`src/rtl/i2c_slave_responder_if.sv`:
```
// I2C target bus bundle: oversampled SCL/SDA lines plus the register-write side channel.
interface i2c_slave_responder_if;
  logic       scl_i;
  logic       sda_i;
  logic       sda_oe_o;
  logic       wr_valid_o;
  logic [7:0] wr_addr_o;
  logic [7:0] wr_data_o;
  logic       busy_o;
  logic       addr_match_o;

  modport slave (
    input  scl_i, sda_i,
    output sda_oe_o, wr_valid_o, wr_addr_o, wr_data_o, busy_o, addr_match_o
  );

  modport master (
    output scl_i, sda_i,
    input  sda_oe_o, wr_valid_o, wr_addr_o, wr_data_o, busy_o, addr_match_o
  );
endinterface

```
`src/rtl/i2c_slave_responder.sv`:
```
// I2C target serving an auto-incrementing 8-bit register file; samples SCL/SDA with the
// system clock, ACKs its 7-bit address and supports repeated-START random reads.
module i2c_slave_responder #(
  parameter logic [6:0]  SLAVE_ADDR = 7'h50,
  parameter int unsigned REG_DEPTH  = 16
) (
  input logic                  clk,
  input logic                  resetn,
  i2c_slave_responder_if.slave bus
);
  localparam int unsigned PtrW = (REG_DEPTH > 1) ? $clog2(REG_DEPTH) : 1;

  typedef enum logic [3:0] {
    StIdle, StAddr, StAddrAck, StReg, StRegAck, StWrite, StWriteAck, StRead, StReadAck,
    StWaitStop
  } state_e;

  // [0],[1]: synchronizer, [2]: registered copy used for edge decode
  logic [2:0] scl_sync_q, sda_sync_q;
  logic       scl_rise_q, scl_fall_q, start_q, stop_q;
  logic       sda_in;

  state_e            state_q, state_d;
  logic [3:0]        cnt_q, cnt_d;
  logic [7:0]        shift_q, shift_d;
  logic [PtrW-1:0]   ptr_q, ptr_d;
  logic              rw_q, rw_d;
  logic              sda_oe_q, sda_oe_d;
  logic              wr_valid_q, wr_valid_d;
  logic [7:0]        wr_addr_q, wr_addr_d;
  logic [7:0]        wr_data_q, wr_data_d;
  logic              busy_q, busy_d;
  logic              match_q, match_d;
  logic              reg_we;
  logic [7:0]        regs_q [REG_DEPTH];
  logic [7:0]        rd_byte;
  logic              byte_done;

  // Reset lines to the idle-high level so release does not fake an edge.
  always_ff @(posedge clk or negedge resetn) begin
    if (!resetn) begin
      scl_sync_q <= 3'b111;
      sda_sync_q <= 3'b111;
      scl_rise_q <= 1'b0;
      scl_fall_q <= 1'b0;
      start_q    <= 1'b0;
      stop_q     <= 1'b0;
    end else begin
      scl_sync_q <= {scl_sync_q[1:0], bus.scl_i};
      sda_sync_q <= {sda_sync_q[1:0], bus.sda_i};
      scl_rise_q <= scl_sync_q[1] & ~scl_sync_q[2];
      scl_fall_q <= ~scl_sync_q[1] & scl_sync_q[2];
      start_q    <= scl_sync_q[1] & scl_sync_q[2] & ~sda_sync_q[1] & sda_sync_q[2];
      stop_q     <= scl_sync_q[1] & scl_sync_q[2] & sda_sync_q[1] & ~sda_sync_q[2];
    end
  end

  assign sda_in    = sda_sync_q[2];
  assign rd_byte   = regs_q[ptr_q];
  assign byte_done = scl_fall_q && (cnt_q == 4'd8);

  always_comb begin
    state_d    = state_q;
    cnt_d      = cnt_q;
    shift_d    = shift_q;
    ptr_d      = ptr_q;
    rw_d       = rw_q;
    sda_oe_d   = sda_oe_q;
    wr_valid_d = 1'b0;
    wr_addr_d  = wr_addr_q;
    wr_data_d  = wr_data_q;
    busy_d     = busy_q;
    match_d    = match_q;
    reg_we     = 1'b0;

    if (start_q) begin
      state_d  = StAddr;
      cnt_d    = '0;
      sda_oe_d = 1'b0;
      busy_d   = 1'b1;
      match_d  = 1'b0;
    end else if (stop_q) begin
      state_d  = StIdle;
      sda_oe_d = 1'b0;
      busy_d   = 1'b0;
      match_d  = 1'b0;
    end else begin
      unique case (state_q)
        StAddr, StReg, StWrite: begin
          if (scl_rise_q && (cnt_q < 4'd8)) begin
            shift_d = {shift_q[6:0], sda_in};
            cnt_d   = cnt_q + 4'd1;
          end else if (byte_done) begin
            cnt_d = '0;
            if (state_q == StAddr) begin
              // Address 0 (general call) is never claimed.
              if ((shift_q[7:1] == SLAVE_ADDR) && (shift_q[7:1] != 7'd0)) begin
                state_d  = StAddrAck;
                sda_oe_d = 1'b1;
                match_d  = 1'b1;
                rw_d     = shift_q[0];
              end else begin
                state_d = StIdle;
              end
            end else if (state_q == StReg) begin
              state_d  = StRegAck;
              sda_oe_d = 1'b1;
              ptr_d    = shift_q[PtrW-1:0];
            end else begin
              state_d    = StWriteAck;
              sda_oe_d   = 1'b1;
              reg_we     = 1'b1;
              wr_valid_d = 1'b1;
              wr_addr_d  = 8'(ptr_q);
              wr_data_d  = shift_q;
              ptr_d      = ptr_q + PtrW'(1);
            end
          end
        end
        StAddrAck: begin
          // Reads preload on the ACK rise; the following fall swaps ACK for bit 7.
          if (rw_q && scl_rise_q) begin
            shift_d = rd_byte;
            cnt_d   = '0;
            state_d = StRead;
          end else if (!rw_q && scl_fall_q) begin
            sda_oe_d = 1'b0;
            state_d  = StReg;
          end
        end
        StRegAck, StWriteAck: begin
          if (scl_fall_q) begin
            sda_oe_d = 1'b0;
            state_d  = StWrite;
          end
        end
        StRead: begin
          if (scl_fall_q) begin
            if (cnt_q < 4'd8) begin
              sda_oe_d = ~shift_q[7];
              shift_d  = {shift_q[6:0], 1'b0};
              cnt_d    = cnt_q + 4'd1;
            end else begin
              sda_oe_d = 1'b0;
              ptr_d    = ptr_q + PtrW'(1);
              state_d  = StReadAck;
            end
          end
        end
        StReadAck: begin
          if (scl_rise_q) begin
            if (!sda_in) begin
              shift_d = rd_byte;
              cnt_d   = '0;
              state_d = StRead;
            end else begin
              state_d = StWaitStop;
            end
          end
        end
        StIdle, StWaitStop: ;
        default: state_d = StIdle;
      endcase
    end
  end

  always_ff @(posedge clk or negedge resetn) begin
    if (!resetn) begin
      state_q    <= StIdle;
      cnt_q      <= '0;
      shift_q    <= '0;
      ptr_q      <= '0;
      rw_q       <= 1'b0;
      sda_oe_q   <= 1'b0;
      wr_valid_q <= 1'b0;
      wr_addr_q  <= '0;
      wr_data_q  <= '0;
      busy_q     <= 1'b0;
      match_q    <= 1'b0;
    end else begin
      state_q    <= state_d;
      cnt_q      <= cnt_d;
      shift_q    <= shift_d;
      ptr_q      <= ptr_d;
      rw_q       <= rw_d;
      sda_oe_q   <= sda_oe_d;
      wr_valid_q <= wr_valid_d;
      wr_addr_q  <= wr_addr_d;
      wr_data_q  <= wr_data_d;
      busy_q     <= busy_d;
      match_q    <= match_d;
    end
  end

  always_ff @(posedge clk or negedge resetn) begin
    if (!resetn) begin
      for (int unsigned i = 0; i < REG_DEPTH; i++) regs_q[i] <= '0;
    end else if (reg_we) begin
      regs_q[ptr_q] <= shift_q;
    end
  end

  assign bus.sda_oe_o     = sda_oe_q;
  assign bus.wr_valid_o   = wr_valid_q;
  assign bus.wr_addr_o    = wr_addr_q;
  assign bus.wr_data_o    = wr_data_q;
  assign bus.busy_o       = busy_q;
  assign bus.addr_match_o = match_q;
endmodule

```
`src/flat_wrapper.sv`:
```
// flat-port wrapper written by rule: the top's interface ports become plain ports
module i2c_slave_responder_flat 
#(
  parameter logic [6:0]  SLAVE_ADDR = 7'h50,
  parameter int unsigned REG_DEPTH  = 16
)
  (clk, resetn, bus_scl_i, bus_sda_i, bus_sda_oe_o, bus_wr_valid_o, bus_wr_addr_o, bus_wr_data_o, bus_busy_o, bus_addr_match_o);
  i2c_slave_responder_if bus_i ();
  input logic clk;
  input logic resetn;
  input wire logic [$bits(bus_i.scl_i)-1:0] bus_scl_i;
  input wire logic [$bits(bus_i.sda_i)-1:0] bus_sda_i;
  output wire logic [$bits(bus_i.sda_oe_o)-1:0] bus_sda_oe_o;
  output wire logic [$bits(bus_i.wr_valid_o)-1:0] bus_wr_valid_o;
  output wire logic [$bits(bus_i.wr_addr_o)-1:0] bus_wr_addr_o;
  output wire logic [$bits(bus_i.wr_data_o)-1:0] bus_wr_data_o;
  output wire logic [$bits(bus_i.busy_o)-1:0] bus_busy_o;
  output wire logic [$bits(bus_i.addr_match_o)-1:0] bus_addr_match_o;
  assign bus_i.scl_i = bus_scl_i;
  assign bus_i.sda_i = bus_sda_i;
  assign bus_sda_oe_o = bus_i.sda_oe_o;
  assign bus_wr_valid_o = bus_i.wr_valid_o;
  assign bus_wr_addr_o = bus_i.wr_addr_o;
  assign bus_wr_data_o = bus_i.wr_data_o;
  assign bus_busy_o = bus_i.busy_o;
  assign bus_addr_match_o = bus_i.addr_match_o;
  i2c_slave_responder #(.SLAVE_ADDR(SLAVE_ADDR), .REG_DEPTH(REG_DEPTH)) u_core (.clk(clk), .resetn(resetn), .bus(bus_i));
endmodule
```
`config.mk`:
```
export PLATFORM = sky130hd
export DESIGN_NAME = i2c_slave_responder_flat
export DESIGN_NICKNAME = d
export VERILOG_FILES = /design/src/rtl/i2c_slave_responder_if.sv /design/src/rtl/i2c_slave_responder.sv /design/src/flat_wrapper.sv
export SDC_FILE = /design/constraint.sdc
export NUM_CORES = 1
export LEC_CHECK = 0
export ABC_AREA = 0
export BUFFER_PORTS_ARGS = -buffer_cell sky130_fd_sc_hd__clkbuf_2
export CAP_MARGIN = 20
export CORE_ASPECT_RATIO = 0.6
export CORE_MARGIN = 1
export CORE_UTILIZATION = 60
export CTS_CLUSTER_DIAMETER = 50
export DETAILED_ROUTE_END_ITERATION = 8
export PLACE_DENSITY_LB_ADDON = 0.2
export SYNTH_ARGS = -nofsm -noshare
export SYNTH_HDL_FRONTEND = slang
export SYNTH_SLANG_ARGS = --single-unit
```
`constraint.sdc`:
```
create_clock -name clk -period 6.7 [get_ports clk]
set_input_delay 1.34 -clock clk [delete_from_list [all_inputs] [get_ports clk]]
set_output_delay 1.34 -clock clk [all_outputs]
set_load 0.05 [all_outputs]
```
# --- Yosys cells after proc, flatten, opt, wreduce, memory -nomap -nowiden ---
# Cells that the tools add are included.
word_totals:
  ff_bits: 175
  in_bits: 4
  out_inout_bits: 20
  wordCells: 197
op_classes:
  add_sub_neg: 2
  order_cmp: 3
  n_eq_ne: 40
  muxes: 72
  bitwise: 18
  reduce_logical: 29
ops:
  columns: ["cell", "count"]
  rows:
  - ["128-bit bitwise mux", 1]
  - ["4-bit 2-to-1 mux", 27]
  - ["8-bit 2-to-1 mux", 9]
  - ["8-bit binary-select mux with 4-bit select", 1]
  - ["8-bit demux with 4-bit select", 1]
  - ["8-bit case mux with 4 select lines", 1]
  - ["8-bit AND reduction", 4]
  - ["1-bit 2-to-1 mux", 26]
  - ["4-bit by 1-bit inequality test with 1-bit output, second input constant", 6]
  - ["4-bit case mux with 6 select lines", 1]
  - ["3-bit by 1-bit inequality test with 1-bit output, second input constant", 6]
  - ["4-bit by 3-bit equality test with 1-bit output, second input constant", 4]
  - ["4-bit case mux with 4 select lines", 1]
  - ["2-bit by 1-bit inequality test with 1-bit output, second input constant", 7]
  - ["7-bit AND reduction", 2]
  - ["4-bit equality test, second input constant", 3]
  - ["4-bit by 2-bit inequality test with 1-bit output, second input constant", 3]
  - ["3-bit nonzero test", 4]
  - ["1-bit inverter", 10]
  - ["9-bit AND reduction", 1]
  - ["4-bit by 1-bit adder with 4-bit output, second input constant", 2]
  - ["4-bit by 2-bit equality test with 1-bit output, second input constant", 2]
  - ["2-bit inequality test, second input constant", 4]
  - ["4-bit case mux with 2 select lines", 1]
  - ["23 further kinds", 37]

# --- Longest topological paths before layout ---
# Gate-level depths: netlist (run 1).
depth:
  word_depth: 9
  mapped_depth: 8
  mapped_depth_nobuf: 7

# --- Worst setup path after synthesis (run 1) ---
# OpenSTA, ideal clock, no wires.
synth_timing:
  kind: "register -> register"
  startpoint: "register u_core.ptr_q[1]"
  endpoint: "register u_core.regs_q[16] (netlist bit)"
  setup_time_ps: 125
  arrival_time_ps: 1962
  t_required_ps: 6575
  setup_slack_ps: 4613
  stages_incl_launch_ff: 8
  path_buffers: 2
  synth_period_minus_slack_ps: 2087
  path_cell_list: "dfrtp_1 buf_2 buf_1 inv_1 ha_1 nand2_2 nor2_4 mux2_2"
synth_between:
  elab_chain_len: 6
  elab_cells_between_ends: 7
  classes_between: "order compare: 2; mux: 3; bitwise: 1; reduce/logical: 1"
synth_lines:
  columns: ["item", "line", "source"]
  rows:
  - ["start: declaration", "i2c_slave_responder.sv:26", "logic [PtrW-1:0] ptr_q, ptr_d;"]
  - ["start signal: assignment", "i2c_slave_responder.sv:184", "ptr_q <= ptr_d;"]
  - ["4-bit inverter with 5-bit output (implied by the code) *", "i2c_slave_responder.sv:199", "regs_q[ptr_q] <= shift_q;"]
  - ["5-bit greater-or-equal comparator (implied by the code) or 5-bit by 1-bit < comparator with 1-bit output (tied branches)", "i2c_slave_responder.sv:199", null]
  - ["1-bit logical AND (implied by the code)", "i2c_slave_responder.sv:199", null]
  - ["8-bit 2-to-1 mux (implied by the code)", "i2c_slave_responder.sv:199", null]
  - ["8-bit demux with 4-bit select *", "i2c_slave_responder.sv:199", null]
  - ["128-bit bitwise mux *", "i2c_slave_responder.sv:199", null]
  - ["end signal: indexed assignment", "i2c_slave_responder.sv:199", null]
  - ["end: declaration", "i2c_slave_responder.sv:35", "logic [7:0] regs_q [REG_DEPTH];"]
# Every way passes the cells marked *; elsewhere a longest branch is shown, timed or not.
# A chain may end at the register's enable or synchronous reset.

# --- Worst setup path in the final report (run 1) ---
layout_timing:
  startpoint: "register u_core.state_q[1]"
  endpoint: "register u_core.shift_q[0]"
layout_between:
  elab_chain_len: 4
  elab_cells_between_ends: 16
  classes_between: "eq/ne: 12; mux: 1; reduce/logical: 3"
layout_lines:
  columns: ["item", "line", "source"]
  rows:
  - ["start: declaration", "i2c_slave_responder.sv:23", "state_e state_q, state_d;"]
  - ["start signal: assignment", "i2c_slave_responder.sv:169", "state_q <= StIdle;"]
  - ["start signal: assignment", "i2c_slave_responder.sv:181", "state_q <= state_d;"]
  - ["4-bit by 3-bit equality test with 1-bit output (tied with other cells)", "i2c_slave_responder.sv:88", "unique case (state_q)"]
  - ["3-bit OR reduction", "i2c_slave_responder.sv:88", null]
  - ["2-bit by 1-bit inequality test with 1-bit output (no source line) or 4-bit nonzero test (tied branches)", null, null]
  - ["9-bit AND reduction (no source line)", null, null]
  - ["end signal: assignment", "i2c_slave_responder.sv:183", "shift_q <= shift_d;"]
  - ["end: declaration", "i2c_slave_responder.sv:25", "logic [7:0] shift_q, shift_d;"]
# Several ways; a longest one is shown, not always the timed one.

==> metrics.md, run 1 <==
| Metric | Value |
|---|---|
| Worst VDD drop | 0.1776 mV |
| Worst R2R Setup Slack | 3770 ps |
| IO buf count | 19 |
| Hold endpoint | u_core.sda_sync_q[1] |
| Place WS | 3654 ps |
| CP top delay family | simple AND/OR/NAND/NOR gates |
| RSZ-0062 raised after global routing | no |
| Minimum clock period | 2933 ps |
| Hold_sp | u_core.sda_sync_q[0] |
| Vias per cell | 6.351 |
| Final Net Count | 653 |
| Clock network fraction of total power | 34.8% |
| Status | finished clean |
| Ys async rst share | 100.0% |
| Crit path kind | register to register |
| Synth warn | 0 |
| Clock slew at reported path FFs | 70 ps |
| #FFs+latches synth | 175 |
| Post-synth EDFFs | 0 |
| Placement row count | 33 |
| Post-Synth XOR/XNOR Area | 0.1031% |
| Ports | 24 |
| CTS Sinks | 175 |
| Wire length after detailed routing | 19130 µm |
| Hold WC Path Type | register to register |
| All-layer global routing usage | 28.69% |
| Vias | 5379 |
| P_int | 1874 µW |
| Post-synth cell types | 63 |
| Initial core utilization | 61.81% |
| Largest net degree at the start of global routing | 114 |
| Crit-path max FO | 22 |
| Mux share of post-synthesis cell area | 27.75% |
| Core ar. | 0.01375 mm² |
| PwrDens | 305.8 mW/mm² |
| Post-Layout Cell Count | 847 |
| Seq pwr share | 45.9% |
| Slowest CP cell | dfrtp_1 |
| Logic pwr share | 19.2% |
| Worst Skew | 13.59 ps |
| Post-route setup TNS | 0 ps |
| Crit start category | register |
| Main combinational cell family by area after synthesis | multiplexers |
| Top FF cell, synth | dfrtp_1 |
| Total power | 2835 µW |
| WP buf/inv | 0 |
| Post-CTS Hold Fix Bufs | 0 |
| Initial antenna violation count | 0 |
| Ant diodes | 0 |
| Setup Fix Bufs, Post-CTS | 0 |
| Die Wd | 155.6 µm |
| Final setup vio count | 0 |
| CTS tree | built |
| Die Y | 94.19 µm |
| Post-DP HPWL | 12480 µm |
| Seq/Total Area, Yosys | 51.62% |
| Rel. slew slack | 38.50% |
| Hold_ws | 356.3 ps |
| Post-synthesis simple-gate area fraction | 9.099% |
| Worst slew pin tran | 915.5 ps |
| Final hold vios | 0 |
| R2r startpoint | u_core.state_q[1] |
| Layout cells sized above 1 | 38.78% |
| Clock insertion delay at the later pin of the skew report | 430 ps |
| Total net switching power | 961.5 µW |
| Vias in the first global route | 5520 |
| Post-CTS Resized | 0 |
| CP peak stage delay | 630 ps |
| Final setup margin | 3767 ps |
| Syn Area/Cell | 13.16 µm² |
| First-pass GRT wire length | 30970 µm |
| Hold depth | 0 |
| RD Place Congestion | 0.9010 |
| Total CTS buffers | 17 |
| First-iteration detailed-routing DRC count | 421 |
| Maxcap violations | 0 |
| Crit path DAT | 3240 ps |
| Sequential cell area | 0.004388 mm² |
| Fraction of the mapped netlist area in adder cells | 0.8834% |
| Cell Chain, Critical Path | xnor2_1, nand2b_1, o221ai_2, nor3_2, mux2_2 |
| Initial DRT Pass Iterations | 5 |
| Worst-case clock buffer depth | 2 |
| DRC viols | 0 |
| Remaining global-route overflow | 0 |
| Period utilization | 43.77% |
| Slew Limit Fails | 0 |
| Sw frac | 33.91% |
| Req. time, crit path | 7010 ps |
| Synthesized area | 0.008498 mm² |
| Placed insts | 815 |
| R2R Path End | u_core.shift_q[0] |
| Clk Tree Root Cell | clkbuf_16 |
| Footprint of the multi-input gates | 0.003859 mm² |
| ANT nets after route | 0 |
| Die area | 0.01466 mm² |
| Cell count after synthesis | 646 |
| # H-tree levels | 4 |
| Syn-to-layout area delta | 9.114% |
| Fmax | 341.0 MHz |
| Worst setup EP type | register |
| Worst Reg2Reg Path Length in Cells | 5 |
| Leak | 0.004177 µW |
| DR WL/cell | 22.58 µm |
| Synth Area in Compound Gates | 7.391% |
| Filler Cells Inserted | 989 |
-- state kept, by name (all words and copies together) (netlist names), 3 cells and up --
name and flops:
u_core.bus.wr_data_o 8, u_core.bus.wr_addr_o 4, u_core.state_q 4, u_core.sda_sync_q 3
u_core.regs_q 128, u_core.ptr_q 4, u_core.cnt_q 4, u_core.scl_sync_q 3
u_core.shift_q 8
-- power by group through the flow --
stage	clock network [µW]	registers [µW]	logic, µW
2_1_floorplan	0	1160	512
3_3_place_gp	0	1310	516
3_5_place_dp	0	1320	531
4_1_cts	1000	1290	535
5_1_grt	1040	1310	598
6_report	988	1300	546
-- synthesized netlist by cell type (3+ instances only) --
master    count  area [µm²]
a21oi_1      17       85.08
a22oi_1      19       142.6
a31oi_1       3       18.77
a32oi_1       6       52.55
buf_1         3       11.26
buf_2        13       65.06
buf_4         5       37.54
clkbuf_1     28       105.1
dfrtp_1     169        4229
dfstp_2       6       157.7
ha_1          6       75.07
inv_1        12       45.04
mux2_2      147        1655
mux2i_1      32       320.3
mux4_2       17       382.9
nand2_1      19       71.32
nand2_2       4       25.02
nand2b_1      8       50.05
nand3_1       8       40.04
nand4b_1      5       43.79
nor2_1       10       37.54
nor2_4       16       180.2
nor2b_1       7       43.79
nor3_1       13       65.06
nor3b_1       6       45.04
o21ai_0      19       95.09
or3_1         3       18.77
-- metrics by stage --
step	utilization, %	instance area, µm²
after detailed placement	63.01	8663
after global placement	63.01	8663
final	67.44	9273
after global routing	67.44	9273
after floorplan	-	8509
after CTS	67.24	9245
-- routing by layer --
metal / wire (µm) / vias to the layer above / track usage (%) / share of wire [%]
met3: 1300 / 24 / 7.426 / 6.8
met4: 248 / 0 / 8.088 / 1.3
li1: - / 2373 / - / -
met2: 8675 / 174 / 43.57 / 45
met5: 0 / - / 0 / 0
met1: 8903 / 2808 / 40.88 / 47
-- worst register-to-register path: stages, from the launching register on --
cell and delay [ps]:
dfrtp_1 630, xnor2_1 510, nand2b_1 450, o221ai_2 250
nor3_2 560, mux2_2 410
-- final cells by class --
type | count | share of cell area (%)
clock inverter | 13 | 1.646
tap | 192 | 2.591
clock buffer | 18 | 4.628
multi-input combinational | 413 | 41.61
timing repair buffer | 24 | 1.714
inverter | 12 | 0.4858
sequential | 175 | 47.32
-- cells by family (layout without fill, tap and decap cells) --
kind of cell    after synthesis  count (layout)
compound gates               90              90
xor+xnor                      1               1
fa+ha+maj                     6               6
buf+inv                      61              67
flops                       175             175
mux                         196             196
other cells                   1               4
simple gates                116             116
-- cells in the final DEF, fill, tap and decap left out, types with 7 or more instances in the layout --
| cell type | n |
|---|---|
| dfrtp_1 | 168 |
| mux2_2 | 147 |
| mux2i_1 | 32 |
| nand2_1 | 19 |
| o21ai_0 | 19 |
| a22oi_1 | 19 |
| clkbuf_2 | 18 |
| mux4_2 | 17 |
| a21oi_1 | 17 |
| clkbuf_16 | 17 |
| nor2_4 | 16 |
| nor3_1 | 13 |
| inv_1 | 12 |
| nor2_1 | 10 |
| nand2b_1 | 8 |
| nand3_1 | 8 |
| nor2b_1 | 7 |
-- worst max path at each step --
stage                                 start           endpoint  depth (start not counted)
after floorplan             u_core.ptr_q[1]  u_core.regs_q[16]                          7
after global placement               resetn    u_core.ptr_q[1]                          2
after detailed placement             resetn    u_core.ptr_q[1]                          2
after CTS                 u_core.state_q[1]  u_core.shift_q[0]                          5
after global routing      u_core.state_q[1]  u_core.shift_q[0]                          5
final                     u_core.state_q[1]  u_core.shift_q[0]                          5
(Power assumes the default switching activity.)
==> run 2, diff against run 1 <==
--- a/config.mk
+++ b/config.mk
@@ -5,7 +5,7 @@
 export SDC_FILE = /design/constraint.sdc
 export NUM_CORES = 1
 export LEC_CHECK = 0
-export ABC_AREA = 0
+export ABC_AREA = 1
 export BUFFER_PORTS_ARGS = -buffer_cell sky130_fd_sc_hd__clkbuf_2
 export CAP_MARGIN = 20
 export CORE_ASPECT_RATIO = 0.6
==> constraint.sdc (replaced) <==
create_clock -name clk -period 3 [get_ports clk]
set_input_delay 0.6 -clock clk [delete_from_list [all_inputs] [get_ports clk]]
set_output_delay 0.6 -clock clk [all_outputs]
set_load 0.05 [all_outputs]
==> run 2 against run 1 <==
Wire length up 15%. Synthesized cell count rose by 82%. Hold slack lost 250 ps. Final area grew 6.4%. Clock power rose by 120%. Critical path depth grew 4. Maximum frequency grew 32%. Die area grew 7.7%.
==> metrics.md, run 2 <==
| Metric | Value |
|---|---|
| R2R Path End | u_core.shift_q[2] (was u_core.shift_q[0]) |
| Total power | 6916 µW (was 2835 µW) |
| Placement row count | 34 (was 33) |
| DRC viols | 0 (unchanged) |
| GRT met1 Usage | 48.14% (was 40.88%) |
| Post-Layout Cell Count | 1387 (was 847) |
| Top cell type's share of synthesized area | 46.14% (was 49.76%) |
| Post-DP HPWL | 14450 µm (was 12480 µm) |
| Commonest non-fill, non-tap cells in the layout | 467 x nand2_1, 168 x dfrtp_1, 115 x inv_1, 69 x o21ai_1, 67 x nor2_1 (was 168 x dfrtp_1, 147 x mux2_2, 32 x mux2i_1) |
| Sw frac | 41.33% (was 33.91%) |
| Global Route met3 Usage | 4.928% (was 7.426%) |
| Initial core utilization | 62.27% (was 61.81%) |
| Main combinational cell family by area after synthesis | simple AND/OR/NAND/NOR gates (was multiplexers) |
| CTS tree | built (unchanged) |
| Post-synth EDFFs | 0 (unchanged) |
| Remaining global-route overflow | 0 (unchanged) |
| Place WS | 907.3 ps (was 3654 ps) |
| Post-Synth XOR/XNOR Area | 0.3822% (was 0.1031%) |
| Synthesized area | 0.009166 mm² (was 0.008498 mm²) |
| Clock network fraction of total power | 30.8% (was 34.8%) |
| Wire length after detailed routing | 21910 µm (was 19130 µm) |
| Post-synthesis simple-gate area fraction | 30.06% (was 9.099%) |
| Most common cell in the netlist | nand2_1 (was dfrtp_1) |
| Hold WC Path Type | input port to async pin (was register to register) |
| Ys async rst share | 100.0% (unchanged) |
| Post-Place Cell Area | 0.009314 mm² (was 0.008663 mm²) |
| Setup Fix Bufs, Post-CTS | 0 (unchanged) |
| Initial antenna violation count | 0 (unchanged) |
| Final setup margin | 783.8 ps (was 3767 ps) |
| Seq pwr share | 37.1% (was 45.9%) |
| Core ar. | 0.01472 mm² (was 0.01375 mm²) |
| Layout cells sized above 1 | 14.89% (was 38.78%) |
| Worst-case clock buffer depth | 2 (unchanged) |
| Period utilization | 73.87% (was 43.77%) |
| Top cells by area, synth | dfrtp_1 46%, nand2_1 19%, o21ai_2 5.6% (was dfrtp_1 50%, mux2_2 19%, mux4_2 4.5%) |
| Worst R2R Setup Slack | 780 ps (was 3770 ps) |
| Commonest non-fill, non-tap cell in the layout | nand2_1 (was dfrtp_1) |
| Vias | 7447 (was 5379) |
| Req. time, crit path | 3350 ps (was 7010 ps) |
| Synth warn | 0 (unchanged) |
| Clk Tree Root Cell | clkbuf_16 (unchanged) |
| Cell count after synthesis | 1174 (was 646) |
| Crit path kind | register to register (unchanged) |
| Maxcap violations | 0 (unchanged) |
| CTS Sinks | 175 (unchanged) |
| DR WL/cell | 15.80 µm (was 22.58 µm) |
| Post-CTS Hold Fix Bufs | 0 (unchanged) |
| All-layer global routing usage | 30.15% (was 28.69%) |
| Seq/Total Area, Yosys | 47.86% (was 51.62%) |
| Ant diodes | 0 (unchanged) |
| Final Net Count | 1186 (was 653) |
| Clock insertion delay at the later pin of the skew report | 430 ps (about the same) |
| Final hold vios | 0 (unchanged) |
| Status | finished clean (unchanged) |
| RSZ-0062 raised after global routing | no (unchanged) |
| Fmax | 451.2 MHz (was 341.0 MHz) |
| RD Place Congestion | 0.9144 (was 0.9010) |
| R2r startpoint | u_core.state_q[2] (was u_core.state_q[1]) |
| P_int | 4058 µW (was 1874 µW) |
| Worst setup EP type | register (unchanged) |
| Minimum clock period | 2216 ps (was 2933 ps) |
| Layout Cell Area excl Fill | 0.009871 mm² (was 0.009273 mm²) |
| Mux share of post-synthesis cell area | 0% (was 27.75%) |
| Total net switching power | 2858 µW (was 961.5 µW) |
| Die Wd | 161.6 µm (was 155.6 µm) |
| # H-tree levels | 4 (unchanged) |
| First-pass GRT wire length | 36820 µm (was 30970 µm) |
| Die area | 0.01579 mm² (was 0.01466 mm²) |
| Post-route setup TNS | 0 ps (unchanged) |
| Area leader, netlist | dfrtp_1 (unchanged) |
| First-iteration detailed-routing DRC count | 928 (was 421) |
| Largest net degree at the start of global routing | 54 (was 114) |
| Syn Area/Cell | 7.808 µm² (was 13.16 µm²) |
| #FFs+latches synth | 175 (unchanged) |
| Vias in the first global route | 6854 (was 5520) |
| Crit-path max FO | 17 (was 22) |
| Leak | 0.005257 µW (was 0.004177 µW) |
| Flip-flop count of the largest register after layout | 128 (unchanged) |
| ANT nets after route | 0 (unchanged) |
| Top FF cell, synth | dfrtp_1 (unchanged) |
| Final setup vio count | 0 (unchanged) |
| Worst Skew | 9.516 ps (was 13.59 ps) |
| Ports | 24 (unchanged) |
| Syn-to-layout area delta | 7.685% (was 9.114%) |
| Synth Area in Compound Gates | 11.44% (was 7.391%) |
| Worst slew pin tran | 938.2 ps (was 915.5 ps) |
| Post-CTS Resized | 0 (unchanged) |
| Fraction of the mapped netlist area in adder cells | 0.8190% (was 0.8834%) |
| Worst VDD drop | 0.4430 mV (was 0.1776 mV) |
| Die Y | 97.74 µm (was 94.19 µm) |
| Placed insts | 1355 (was 815) |
| Logic pwr share | 32.2% (was 19.2%) |
| Worst Reg2Reg Path Length in Cells | 9 (was 5) |
| Post-synth cell types | 37 (was 63) |
| Rel. slew slack | 37.38% (was 38.50%) |
| Total CTS buffers | 17 (unchanged) |
| Met2 usage | 42.57% (was 43.57%) |
| IO buf count | 19 (unchanged) |
| Slew Limit Fails | 0 (unchanged) |
| Most flops, register | u_core.regs_q (unchanged) |
| PwrDens | 700.7 mW/mm² (was 305.8 mW/mm²) |
| Initial DRT Pass Iterations | 8 (was 5) |
| Busiest layer in global routing | met1 (was met2) |
| Crit start category | register (unchanged) |
| Clock slew at reported path FFs | 70 ps (about the same) |
| Crit path DAT | 2570 ps (was 3240 ps) |
| Commonest cells post-synth | 467 x nand2_1, 169 x dfrtp_1, 116 x inv_1 (was 169 x dfrtp_1, 147 x mux2_2, 32 x mux2i_1) |
| Vias per cell | 5.369 (was 6.351) |
## run 2: logic make-up after synthesis
| group | after synthesis |
|---|---|
| other | 1 |
| buffers and inverters | 184 |
| AO/OA/AOI/OAI | 163 |
| flip-flops | 175 |
| adder cells (fa/ha/maj) | 6 |
| AND/OR/NAND/NOR | 641 |
| XOR/XNOR | 4 |
## run 2: worst max-delay path: stages (launching register included)
cell and delay, ps:
dfrtp_1 420, nor2_1 210, nand3_1 200, nand2_1 180, inv_2 150, nand2_1 330, nand3_1 140, nor2_2 300
nor2_1 70, nor2_1 130
## run 2: final cells by class
cell class / count / area, µm²
fillers: 1244 / 4848
flip-flops and latches: 175 / 4388
multi-input cells: 818 / 3929
inverters: 124 / 465.4
clock buffers: 18 / 429.2
repair buffers: 40 / 284.0
well taps: 198 / 247.7
clock inverters: 14 / 127.6
## run 2: routing by layer
layer / vias up / part of all wire (%)
met5: - / 0
met4: 0 / 1.1
met3: 23 / 7.3
met2: 276 / 42
met1: 3496 / 50
li1: 3652 / -
## run 2: worst max-delay path by stage
stage / endpoint / cells past startpoint / startpoint
floorplan: u_core.regs_q[126] / 10 / u_core.ptr_q[0]
global route: u_core.shift_q[1] / 10 / u_core.state_q[3]
finish: u_core.shift_q[2] / 9 / u_core.state_q[2]
detailed placement: u_core.shift_q[2] / 9 / u_core.state_q[2]
global placement: u_core.shift_q[0] / 11 / u_core.ptr_q[0]
CTS: u_core.shift_q[2] / 9 / u_core.state_q[2]
## run 2: stage by stage
| step | utilization [%] | hold slack (ps) |
|---|---|---|
| 6_report | 67.06 | 110.1 |
| 5_1_grt | 67.06 | 135.7 |
| 4_1_cts | 67.06 | 128.1 |
| 3_5_place_dp | 63.28 | 348.4 |
| 3_3_place_gp | 63.28 | 348.0 |
| 2_1_floorplan | - | 304.4 |
## run 2: power groups by stage
stage / logic [µW] / clock network (µW) / registers [µW]
floorplan: 1420 / 0 / 2600
global placement: 2170 / 0 / 2600
detailed placement: 2180 / 0 / 2600
CTS: 2190 / 2140 / 2560
global route: 2430 / 2250 / 2580
finish: 2230 / 2130 / 2560
